## src/rtl/pico_pkg.sv

```systemverilog
// Shared widths and enumerations for the pico core and its run controller.
package pico;

  localparam int unsigned A     = 8;
  localparam int unsigned W_CNT = 16;

  typedef enum logic [2:0] {
    IDLE   = 3'd0,
    CLR    = 3'd1,
    RUN    = 3'd2,
    STEP   = 3'd3,
    PAUSED = 3'd4,
    DONE   = 3'd5
  } runState;

  typedef enum logic [2:0] {
    NONE    = 3'd0,
    HALT    = 3'd1,
    TIMEOUT = 3'd2,
    STOP    = 3'd3,
    BP      = 3'd4,
    STEPPED = 3'd5
  } stopCause;

endpackage

```

## src/rtl/pico_run_ctrl.sv

```systemverilog
// Run controller for the pico core: holds the core in reset, gates its clock
// enable, and sequences start/stop/step/breakpoint/timeout.
module pico_run_ctrl #(
  parameter int unsigned A     = pico::A,
  parameter int unsigned W_CNT = pico::W_CNT
) (
  input  logic             clk_i,
  input  logic             rst_i,
  input  logic             start_i,
  input  logic             stop_i,
  input  logic             step_i,
  input  logic             bp_en_i,
  input  logic [A-1:0]     bp_addr_i,
  input  logic [W_CNT-1:0] max_cycles_i,
  input  logic [A-1:0]     pc_addr_i,
  input  logic             halt_i,
  output logic             core_n_rst_o,
  output logic             core_en_o,
  output logic [2:0]       state_o,
  output logic [2:0]       cause_o,
  output logic [W_CNT-1:0] cycles_o,
  output logic             done_o
);
  import pico::*;

  runState          state_q, state_d;
  stopCause         cause_q, cause_d;
  logic             skip_bp_q, skip_bp_d;
  logic [W_CNT-1:0] cycles_q, cycles_d;
  logic             done_q, done_d;
  logic             core_en;
  logic             clr_cnt;
  logic [W_CNT:0]   cycles_inc;
  logic             budget_hit;
  logic             bp_hit;

  // One extra bit keeps a saturated counter from aliasing onto a small budget.
  assign cycles_inc = {1'b0, cycles_q} + {{W_CNT{1'b0}}, 1'b1};
  assign budget_hit = (max_cycles_i != {W_CNT{1'b0}}) && (cycles_inc == {1'b0, max_cycles_i});
  assign bp_hit     = bp_en_i && (pc_addr_i == bp_addr_i) && !skip_bp_q;

  // Next-state, cause, skip and clock-enable gating.
  always_comb begin
    state_d   = state_q;
    cause_d   = cause_q;
    skip_bp_d = skip_bp_q;
    core_en   = 1'b0;
    clr_cnt   = 1'b0;
    case (state_q)
      IDLE, DONE: begin
        if (start_i) begin
          state_d   = CLR;
          cause_d   = NONE;
          skip_bp_d = 1'b0;
          clr_cnt   = 1'b1;
        end else begin
          state_d = state_q;
        end
      end
      CLR: state_d = RUN;
      RUN: begin
        if (halt_i) begin
          state_d = DONE;
          cause_d = HALT;
        end else if (budget_hit) begin
          core_en   = 1'b1;
          skip_bp_d = 1'b0;
          state_d   = DONE;
          cause_d   = TIMEOUT;
        end else if (stop_i) begin
          state_d = PAUSED;
          cause_d = STOP;
        end else if (bp_hit) begin
          state_d = PAUSED;
          cause_d = BP;
        end else begin
          core_en   = 1'b1;
          skip_bp_d = 1'b0;
        end
      end
      STEP: begin
        if (halt_i) begin
          state_d = DONE;
          cause_d = HALT;
        end else begin
          core_en = 1'b1;
          state_d = PAUSED;
          cause_d = STEPPED;
        end
      end
      PAUSED: begin
        if (stop_i) begin
          state_d = IDLE;
        end else if (step_i) begin
          state_d   = STEP;
          skip_bp_d = 1'b1;
        end else if (start_i) begin
          state_d   = RUN;
          skip_bp_d = 1'b1;
        end else begin
          state_d = PAUSED;
        end
      end
      default: state_d = IDLE;
    endcase

    if (clr_cnt) begin
      cycles_d = {W_CNT{1'b0}};
    end else if (core_en && !(&cycles_q)) begin
      cycles_d = cycles_inc[W_CNT-1:0];
    end else begin
      cycles_d = cycles_q;
    end

    done_d = (state_d == DONE) && (state_q != DONE);
  end

  // State, cause, skip flag, cycle counter and done pulse registers.
  always_ff @(posedge clk_i) begin
    if (rst_i) begin
      state_q   <= IDLE;
      cause_q   <= NONE;
      skip_bp_q <= 1'b0;
      cycles_q  <= {W_CNT{1'b0}};
      done_q    <= 1'b0;
    end else begin
      state_q   <= state_d;
      cause_q   <= cause_d;
      skip_bp_q <= skip_bp_d;
      cycles_q  <= cycles_d;
      done_q    <= done_d;
    end
  end

  assign core_n_rst_o = !((state_q == IDLE) || (state_q == CLR));
  assign core_en_o    = core_en;
  assign state_o      = state_q;
  assign cause_o      = cause_q;
  assign cycles_o     = cycles_q;
  assign done_o       = done_q;

endmodule
```

## config.mk

```make
export PLATFORM = sky130hd
export DESIGN_NAME = pico_run_ctrl
export DESIGN_NICKNAME = d
export VERILOG_FILES = /design/src/rtl/pico_pkg.sv /design/src/rtl/pico_run_ctrl.sv
export SDC_FILE = /design/constraint.sdc
export NUM_CORES = 1
export LEC_CHECK = 0
export CAP_MARGIN = 30
export CORE_UTILIZATION = 47
export CTS_CLUSTER_SIZE = 28
export DETAILED_ROUTE_END_ITERATION = 10
export PLACE_DENSITY = 0.8
export SLEW_MARGIN = 20
export SYNTH_ARGS = -nofsm -noshare
export SYNTH_HDL_FRONTEND = slang
export SYNTH_SLANG_ARGS = --single-unit
```

## constraint.sdc

```tcl
create_clock -name clk_i -period 4.2 [get_ports clk_i]
set_input_delay 1.26 -clock clk_i [delete_from_list [all_inputs] [get_ports clk_i]]
set_output_delay 1.26 -clock clk_i [all_outputs]
set_load 0.005 [all_outputs]
```

**Word level (Yosys, flattened, before mapping)**

Cells that the tools add are included.

- Bits in latches: 0
- Bits of input ports: 39
- Memories kept: 0
- ROM bits: 0
- Output and inout port bits: 25
- Register bits: 24
- Bits in writable memories: 0
- Logic and storage cells: 74

- Eq/ne operators: 16
- Shift operators: 0
- $lt $le $gt $ge: 0
- Add/sub/neg operators: 1
- Divide/modulo/power cells: 0
- Mux-type cells: 34
- Reduce and logical (&&, ||, !) cells: 18
- Multipliers: 0
- Bitwise gates (word level): 0

Operators with widths:

| kind | count |
|---|---|
| two-way mux 3 bit | 14 |
| adder 16 x 1 -> 17 bit (second input constant) | 1 |
| equality test 17 x 16 -> 1 bit | 1 |
| two-way mux 1 bit | 16 |
| AND reduction 16 bit | 1 |
| nonzero test 16 bit | 1 |
| case mux 3 bit (5 select lines) | 1 |
| inequality test 3 bit (second input constant) | 4 |
| equality test 3 bit (second input constant) | 3 |
| case mux 3 bit (3 select lines) | 1 |
| equality test 8 bit | 1 |
| AND reduction 7 bit | 1 |
| equality test 3 x 2 -> 1 bit (second input constant) | 2 |
| inequality test 2 bit (second input constant) | 3 |
| nonzero test 3 bit | 2 |
| logical AND 1 bit | 5 |
| inequality test 5 bit (second input constant) | 1 |
| OR reduction 2 bit | 2 |
| equality test 3 x 1 -> 1 bit (second input constant) | 1 |
| logical NOT 1 bit | 3 |
| logical NOT 3 bit | 1 |
| case mux 1 bit (3 select lines) | 1 |
| AND reduction 3 bit | 1 |
| case mux 1 bit (2 select lines) | 1 |
| logical OR 1 bit | 1 |

**Logic depth before layout (Yosys ltp)**

Gate-level depths: netlist of the first run.

- Depth after elaboration: 10
- Gate-level depth with buffers: 11

**Least setup slack after synthesis of the first run**

No wires, ideal clock.

- Kind: input -> output
- Start point: input port max_cycles_i[9]
- End point: output port core_en_o
- Path slack: 248 ps
- Required time: 2,940 ps
- Arrival: 2,692 ps
- Stages: 6
- Path buffers: 0
- Path through: xor2_1 > nor4_1 > o2111ai_1 > a2111oi_4 > nand4b_4 > a21oi_1

- Longest elaborated chain between the ends: 5

Ends and longest elaborated chain:

| item | RTL line | text |
|---|---|---|
| start, declared | pico_run_ctrl.sv:14 | `input logic [W_CNT-1:0] max_cycles_i,` |
| equality test 17 x 16 -> 1 bit / nonzero test 16 bit (equally long branches) | pico_run_ctrl.sv:39 | `assign budget_hit = (max_cycles_i != {W_CNT{1'b0}}) && (cycles_inc == {1'b0, max_cycles_i});` |
| logical AND 1 bit * | pico_run_ctrl.sv:39 |  |
| two-way mux 1 bit * | pico_run_ctrl.sv:65 | `end else if (budget_hit) begin` |
| two-way mux 1 bit * | pico_run_ctrl.sv:62 | `if (halt_i) begin` |
| case mux 1 bit (2 select lines) * | pico_run_ctrl.sv:49 | `case (state_q)` |
| end, declared | pico_run_ctrl.sv:18 | `output logic core_en_o,` |

Mark *: on every way between the ends. The rest lies on a longest branch, timed or not.

**Final worst setup path of the first run**

- Start point: input port max_cycles_i[4]
- End point: output port core_en_o

Same word-level chain as after synthesis.

==> results of run 1 <==
## power by group through the flow
stage                     clock network [W]  registers (W)  logic [W]
after floorplan                           0       0.000240  0.0000726
after detailed placement                  0       0.000247   0.000143
after global routing               0.000150       0.000243   0.000164
final                              0.000138       0.000242   0.000151
after global placement                    0       0.000247   0.000141
after CTS                          0.000139       0.000241   0.000145
## synthesized netlist by cell type, types with 3 or more instances
master	n	area, µm²
nand2_1	18	67.56
nor4_1	6	37.54
nand3_1	11	55.05
or4_1	4	30.03
a21oi_1	21	105.1
o21ai_0	15	75.07
inv_1	7	26.28
a211oi_1	3	22.52
nor3_1	8	40.04
and3_1	7	43.79
nor2b_1	6	37.54
nand4_1	7	43.79
o211ai_1	3	22.52
dfxtp_1	24	480.5
mux2i_1	4	40.04
a31o_2	3	26.28
a31oi_1	3	18.77
or3_1	7	43.79
o31ai_1	3	22.52
buf_2	6	30.03
nand2b_1	9	56.30
clkbuf_1	7	26.28
xor2_1	10	87.58
nor2_1	23	86.33
xnor2_1	18	157.7
## routing by layer
metal / global-route usage, % / part of all wire, %
met1: 36.63 / 45
met2: 43.38 / 47
met3: 4.112 / 6.2
met4: 7.552 / 1.5
met5: 0 / 0
## flip-flops by register name (all words and copies together), names as in the netlist
signal	count
skip_bp_q	1
done_o	1
state_o	3
cycles_o	16
cause_o	3
## worst paths after layout
path	depth (start not counted)	end	slack (ns)
setup / recovery	9	core_en_o	0.05
hold / removal	2	skip_bp_q	0.48
setup reg to reg	10	cycles_o[13]	0.74
hold reg to reg	2	skip_bp_q	0.48
## per-stage QoR
stage | setup WS, ns | TNS [ns]
floorplan | 0.2476 | 0
global placement | -0.7069 | -0.7069
detailed placement | -0.7631 | -0.7665
CTS | 0.002607 | 0
global route | -0.02094 | -0.02094
finish | 0.05352 | 0
## area by class of cell
class,instances,area [µm²]
Multi-Input combinational cell,227,1684
Fill cell,330,1054
Timing Repair Buffer,88,795.8
Sequential cell,24,480.5
Tap cell,50,62.56
Clock buffer,3,41.29
Inverter,7,26.28
## what timing repair did
action                     4_1_cts  5_1_grt
setup buffers                    1        2
gates resized for setup         31       35
pin swaps                       13       15
hold buffers                     0        0
setup endpoints to repair        1        1
## worst register-to-register path, cell delays in order (launching register included)
cell,delay (ns)
dfxtp_1,0.34
ha_1,0.44
nand4_2,0.25
or4_4,0.59
mux2i_1,0.17
and3_1,0.23
nand4b_4,0.15
buf_4,0.20
a211o_1,0.35
or4_1,0.50
a21oi_1,0.17
## logic make-up (layout without fill, tap and decap cells)
logic type      after synthesis  after routing  share of synthesized area, %
simple gates                123            123                         33.95
compound gates               71             71                         23.59
xor+xnor                     28             28                         11.74
flops                        24             24                         22.99
buf+inv                      23             98                         5.210
mux                           4              4                         1.916
fa+ha+maj                     1              1                        0.5987
==> flow_metrics.env, run 1 <==
export IMPL_status="finished clean"
export IMPL_dp_hpwl_um=4522
export IMPL_cpLargestDelayFamily="compound AO/OA/AOI/OAI gates"
export IMPL_arrival_ns=2.89
export IMPL_p_per_area_nw_per_um2=171.7
export IMPL_worst_pin_slew_ns=0.6347
export IMPL_cp_end_kind="output port"
export IMPL_root_buffer="clkbuf_8"
export IMPL_grt_max_degree=18
export IMPL_total_power_w=0.0005307
export IMPL_vias=2392
export IMPL_hold_slack_ns=0.4792
export IMPL_cp_required_ns=2.94
export IMPL_crit_chain="clkdlybuf4s15_1 > xor2_2 > buf_4 > o21ai_2 > a21oi_2 > a2111oi_4 > nand4b_4 > a21oi_4 > buf_2"
export IMPL_critPathSlowestCell="a2111oi_4"
export IMPL_antenna_found_initial=0
export IMPL_die_area_um2=4716
export IMPL_startpoint="max_cycles_i[4]"
export IMPL_fin_nets=391
export IMPL_yosys_warnings=0
export IMPL_synth_edf_count=0
export IMPL_yosysUniqueCellTypes=55
export IMPL_pwr_share_comb_pct=28.4
export IMPL_clock_skew_ns=0.005298
export IMPL_fin_cells=399
export IMPL_synthesis_nets=314
export IMPL_fin_crit_sh_pct=98.73
export IMPL_worstSetupPathType="primary input to output port"
export IMPL_die_w_um=68.68
export IMPL_setup_violations=0
export IMPL_hold_viol=0
export IMPL_maxSlewViolCount=0
export IMPL_routed_via_density=5.995
export IMPL_drtAntennaViolNets=0
export IMPL_synthCells=274
export IMPL_gp_congestion=0.9293
export IMPL_vdd_drop_max_mv=0.1186
export IMPL_max_freq_mhz=241.2
export IMPL_clock_latency_ns=0.27
export IMPL_synth_async_sr_flop_share_pct=0
export IMPL_layout_min_cycle_time_ns=4.146
export IMPL_routedWlPerCell_um=15.25
export IMPL_diodes=0
export IMPL_clkSinkCount=24
export IMPL_hold_path_class="register to register"
export IMPL_drt_wl_total_um=6085
export IMPL_overflow=0
export IMPL_path_buf_inv=3
export IMPL_power_switching_w=0.0001517
export IMPL_core_um2=4144
export IMPL_clockBufferDepth=2
export IMPL_clkTransAtPathRegs_ns=0.08
export IMPL_max_stage_delay_ns=0.34
export IMPL_slew_headroom_pct=57.68
export IMPL_final_util_pct=74.58
export IMPL_rows=23
export IMPL_start_kind="primary input"
export IMPL_cts_tree="done"
export IMPL_synthFlopType="dfxtp_1"
export IMPL_cts_htree_levels=1
export IMPL_cts_buffers=3
export IMPL_synth_seq_cells=24
export IMPL_switching_share_pct=28.59
export IMPL_grt_pass1_wl_um=9646
export IMPL_worstPathMaxFanout=2
export IMPL_drc=0
export IMPL_io_pins=64
export IMPL_leakage_nw=1.121
export IMPL_min_from="skip_bp_q"
export IMPL_start_util_pct=50.42
export IMPL_layout_common_cells="clkdlybuf4s50_1 (47), dfxtp_1 (24), nor2_1 (23), buf_4 (23)"
export IMPL_drive_above_1_share_pct=21.49
export IMPL_area_growth_pct=47.90
export IMPL_syn_avg_cell_area_um2=7.626
export IMPL_cell_internal_pwr_w=0.0003789
export IMPL_gr_usage_all_layers_pct=26.85
export IMPL_rr_startpoint="cycles_o[0]"
export IMPL_place_inst=393
export IMPL_netlist_area_um2=2090
export IMPL_placed_cell_area_um2=2865
export IMPL_grt_pass1_vias=2098
export IMPL_pwr_share_clk_pct=26.0
export IMPL_seqPwrFrac_pct=45.6
export IMPL_layout_commonest_cell="clkdlybuf4s50_1"
export IMPL_seq_area_frac_synth_pct=22.99
export IMPL_design_area_um2=3090
export IMPL_drt_pre_antenna_iters=5
export IMPL_cap_violations=0
export IMPL_drt_iter0_drc=160
export IMPL_port_buffers=63
export IMPL_die_h_um=68.68
(Power assumes the default switching activity.)
==> run 2, diff against run 1 <==
CORE_UTILIZATION = 43   (was 47)
PLACE_DENSITY = 0.77   (was 0.8)
RECOVER_POWER = 50   (was default)
clock period = 3.6 ns   (was 4.2 ns; I/O delays follow)
==> flow_metrics.env, run 2 (synthesis gave the netlist of run 1 again) <==
export IMPL_place_inst=429
export IMPL_antenna_found_initial=0
export IMPL_drt_iter0_drc=226
export IMPL_start_util_pct=46.39
export IMPL_layout_common_cells="buf_4 (49), clkdlybuf4s50_1 (36), dfxtp_1 (24), nor2_1 (22), nand2_1 (18)"
export IMPL_drtAntennaViolNets=0
export IMPL_drt_pre_antenna_iters=5
export IMPL_cts_buffers=3
export IMPL_max_freq_mhz=268.0
export IMPL_status="finished, violations left"
export IMPL_core_um2=4504
export IMPL_layout_min_cycle_time_ns=3.731
export IMPL_clkTransAtPathRegs_ns=0.09
export IMPL_fin_nets=425
export IMPL_vdd_drop_max_mv=0.1861
export IMPL_clkSinkCount=24
export IMPL_maxSlewViolCount=0
export IMPL_p_per_area_nw_per_um2=214.2
export IMPL_largest_reg_flops=16
export IMPL_port_buffers=63
export IMPL_die_h_um=71.71
export IMPL_drive_above_1_share_pct=25.78
export IMPL_area_growth_pct=57.84
export IMPL_cts_tree="done"
export IMPL_grt_pass1_wl_um=10810
export IMPL_vias=2559
export IMPL_rr_startpoint="cycles_o[0]"
export IMPL_clock_latency_ns=0.27
export IMPL_final_util_pct=73.22
export IMPL_overflow=0
export IMPL_slew_headroom_pct=53.38
export IMPL_gp_congestion=0.8207
export IMPL_grt_setup_unrepaired="true"
export IMPL_r2r_setup_slack_ns=0.30
export IMPL_rows=24
export IMPL_start_kind="primary input"
export IMPL_routed_via_density=5.869
export IMPL_violations="setup timing"
export IMPL_pre_cts_slack_ns=-0.9892
export IMPL_worst_pin_slew_ns=0.6993
export IMPL_dp_hpwl_um=5010
export IMPL_cap_violations=0
export IMPL_hold_path_class="register to register"
export IMPL_clockBufferDepth=2
export IMPL_die_area_um2=5142
export IMPL_gr_usage_all_layers_pct=26.36
export IMPL_root_buffer="clkbuf_8"
export IMPL_drc=0
export IMPL_routedWlPerCell_um=15.57
export IMPL_worstSetupPathType="primary input to output port"
export IMPL_cp_required_ns=2.52
export IMPL_grt_max_degree=18
export IMPL_hold_viol=0
export IMPL_setup_slack_ns=-0.1310
export IMPL_clock_skew_ns=0.002606
export IMPL_startpoint="max_cycles_i[9]"
export IMPL_die_w_um=71.71
export IMPL_leakage_nw=1.259
export IMPL_io_pins=64
export IMPL_min_from="skip_bp_q"
export IMPL_cts_htree_levels=1
export IMPL_worstPathMaxFanout=3
export IMPL_fin_cells=436
export IMPL_hold_slack_ns=0.4802
export IMPL_setup_violations=1
export IMPL_fin_crit_sh_pct=103.6
export IMPL_layout_commonest_cell="buf_4"
export IMPL_drt_wl_total_um=6789
export IMPL_cp_end_kind="output port"
export IMPL_grt_pass1_vias=2318
export IMPL_diodes=0
export IMPL_arrival_ns=2.65
## run 2: cell count changes in the layout (fill, tap and decap cells not counted), moves of 9 or more
| cell | before | now |
|---|---|---|
| clkdlybuf4s50_1 | 47 | 36 |
| dlygate4sd3_1 | 0 | 10 |
| buf_4 | 23 | 49 |
| clkbuf_1 | 0 | 9 |
## run 2: path summary, 6_finish.rpt
check	end	cells after the start
max reg2reg	cycles_o[2]	12
max	core_en_o	8
min	skip_bp_q	2
min reg2reg	skip_bp_q	2
## run 2: routing by layer
metal | track usage (%) | up-vias | wire [µm]
li1 | - | 1244 | -
met1 | 34.02 | 1176 | 2893
met2 | 45.28 | 126 | 3260
met3 | 5.485 | 13 | 530
met4 | 5.664 | 0 | 104
met5 | 0 | - | 0
## run 2: cell type report
class,instances,area (µm²)
Tap cell,52,65.06
Clock inverter,1,30.03
Timing Repair Buffer,122,1015
Sequential cell,24,480.5
Fill cell,325,1206
Multi-Input combinational cell,227,1640
Clock buffer,3,41.29
Inverter,7,26.28
## run 2: worst max-delay path, stage by stage
cell,delay (ns)
buf_2,0.14
xor2_4,0.17
nor4_2,0.22
o2111ai_2,0.17
a2111oi_4,0.42
nand4b_4,0.15
a21oi_2,0.17
buf_2,0.13
## run 2: repair_timing
action                                 in CTS  in global routing
hold buffers                                0                  0
pin swaps                                  17                  9
endpoints found under the hold margin       0                  0
buffers inserted                            2                  1
setup endpoints to repair                   9                  1
cloned                                      0                  0
resized for setup                          57                 14
## run 2: metrics by stage
stage          cell area, µm²  setup TNS, ns  power [W]
2_1_floorplan            2090              0  0.0003647
3_3_place_gp             3123         -3.938  0.0004581
3_5_place_dp             3123         -5.024  0.0004614
4_1_cts                  3272        -0.1089  0.0007026
5_1_grt                  3298        -0.2380  0.0007332
6_report                 3298        -0.1310  0.0007063
## run 2: power by group
part | internal, W | switching [W]
registers | 0.000270 | 0.00000464
logic | 0.0000969 | 0.0000880
clock network | 0.000149 | 0.0000975
==> run 3, diff against run 2 <==
CORE_UTILIZATION = 47   (was 43)
PLACE_DENSITY = 0.8   (was 0.77)
clock period = 4.1 ns   (was 3.6 ns; I/O delays follow)
==> flow_metrics.env, run 3 (synthesis gave the netlist of run 1 again) <==
export IMPL_total_power_w=0.0005696
export IMPL_setup_violations=1
export IMPL_drive_above_1_share_pct=22.10
export IMPL_drtAntennaViolNets=0
export IMPL_cp_required_ns=2.87
export IMPL_violations="setup timing"
export IMPL_grt_pass1_vias=2167
export IMPL_drt_wl_total_um=6576
export IMPL_rows=23
export IMPL_root_buffer="clkbuf_8"
export IMPL_start_kind="primary input"
export IMPL_cts_tree="done"
export IMPL_clockBufferDepth=2
export IMPL_gr_usage_all_layers_pct=28.34
export IMPL_cts_buffers=3
export IMPL_maxSlewViolCount=0
export IMPL_cp_end_kind="output port"
export IMPL_max_freq_mhz=243.4
export IMPL_die_area_um2=4716
export IMPL_diodes=0
export IMPL_die_w_um=68.68
export IMPL_seqPwrFrac_pct=43.4
export IMPL_fin_crit_sh_pct=100.2
export IMPL_antenna_found_initial=0
export IMPL_worst_pin_slew_ns=0.6732
export IMPL_start_util_pct=50.42
export IMPL_layout_commonest_cell="clkdlybuf4s50_1"
export IMPL_grt_pass1_wl_um=10100
export IMPL_hold_slack_ns=0.4867
export IMPL_vias=2431
export IMPL_leakage_nw=1.157
export IMPL_routedWlPerCell_um=16.32
export IMPL_setup_tns_ns=-0.007728
export IMPL_status="finished, violations left"
export IMPL_worstPathMaxFanout=2
export IMPL_drt_pre_antenna_iters=4
export IMPL_port_buffers=63
export IMPL_switching_share_pct=28.49
export IMPL_fin_nets=394
export IMPL_vdd_drop_max_mv=0.1158
export IMPL_routed_via_density=6.032
export IMPL_clkSinkCount=24
export IMPL_clock_latency_ns=0.27
export IMPL_pwr_share_clk_pct=29.3
export IMPL_overflow=0
export IMPL_layout_min_cycle_time_ns=4.108
export IMPL_dp_hpwl_um=4755
export IMPL_hold_viol=0
export IMPL_clkTransAtPathRegs_ns=0.09
export IMPL_largest_reg_flops=16
export IMPL_pre_cts_slack_ns=-0.8258
export IMPL_power_switching_w=0.0001623
export IMPL_p_per_area_nw_per_um2=183.3
export IMPL_area_growth_pct=48.74
export IMPL_clock_skew_ns=0.004533
export IMPL_num_fill_cells=319
export IMPL_cts_htree_levels=1
export IMPL_setup_slack_ns=-0.007728
export IMPL_die_h_um=68.68
export IMPL_arrival_ns=2.88
export IMPL_cap_violations=0
export IMPL_grt_max_degree=18
export IMPL_worstSetupPathType="primary input to output port"
export IMPL_core_um2=4144
export IMPL_io_pins=64
export IMPL_pwr_share_comb_pct=27.2
export IMPL_slew_headroom_pct=55.12
export IMPL_layout_common_cells="clkdlybuf4s50_1 (33), dfxtp_1 (24), nor2_1 (22), buf_4 (22), nand2_1 (18)"
export IMPL_gp_congestion=0.9203
export IMPL_grt_setup_unrepaired="true"
export IMPL_hold_path_class="register to register"
export IMPL_cell_internal_pwr_w=0.0004073
export IMPL_drc=0
export IMPL_drt_iter0_drc=162
==> run 3: cell types whose count changed in the layout (fill, tap and decap cells not counted), moves of 3 or more <==
cell and change:
buf_2 -3, buf_4 -27, clkbuf_1 -4, clkdlybuf4s50_1 -3, dlygate4sd3_1 +3, xnor2_1 -3
xnor2_2 +3
==> run 3: final timing paths <==
| path | from | to | slack (ns) | cells past startpoint |
|---|---|---|---|---|
| max | max_cycles_i[6] | core_en_o | -0.008 | 10 |
| min | skip_bp_q | skip_bp_q | 0.49 | 2 |
| max reg2reg | cycles_o[0] | cycles_o[4] | 0.71 | 11 |
| min reg2reg | skip_bp_q | skip_bp_q | 0.49 | 2 |
==> run 3: stage by stage <==
step | area, µm² | std cells | util (%)
floorplan | 2090 | 274 | -
global placement | 2895 | 397 | 69.87
detailed placement | 2895 | 397 | 69.87
CTS | 3040 | 401 | 73.37
global route | 3108 | 403 | 75.00
finish | 3108 | 403 | 75.00
==> run 3: power by group through the flow <==
stage,Clock [W],Combinational [W],Sequential [W]
4_1_cts,0.000168,0.000147,0.000247
2_1_floorplan,0,0.0000744,0.000246
3_3_place_gp,0,0.000144,0.000253
6_report,0.000167,0.000155,0.000247
3_5_place_dp,0,0.000147,0.000253
5_1_grt,0.000179,0.000167,0.000249
==> run 3: final cells by class <==
type | instances | area (µm²) | area share, %
inverters | 7 | 26.28 | 0.8454
multi-input cells | 227 | 1680 | 54.07
flip-flops and latches | 24 | 480.5 | 15.46
well taps | 50 | 62.56 | 2.013
clock buffers | 4 | 55.05 | 1.771
repair buffers | 91 | 803.3 | 25.85
==> run 3: timing repair <==
item,4_1_cts,5_1_grt
hold buffers,0,0
buffers inserted,0,2
endpoints found under the setup margin,1,1
resized for setup,50,25
pin swaps,14,13
==> run 3: layer usage <==
layer | vias up | wire [µm] | track usage [%] | part of all wire (%)
met5 | - | 0 | 0 | 0
met4 | 0 | 104 | 7.292 | 1.6
met3 | 10 | 473 | 3.783 | 7.2
met2 | 108 | 3257 | 48.77 | 50
met1 | 1136 | 2742 | 36.92 | 42
li1 | 1177 | - | - | -
==> run 3: worst max-delay path, stage by stage <==
cell and delay [ns]:
buf_6 0.10, buf_6 0.11, xor2_2 0.14, nor2_1 0.19, a21oi_2 0.09, a2111oi_2 0.39, buf_4 0.19, nand4b_4 0.12
a21oi_4 0.18, buf_2 0.13
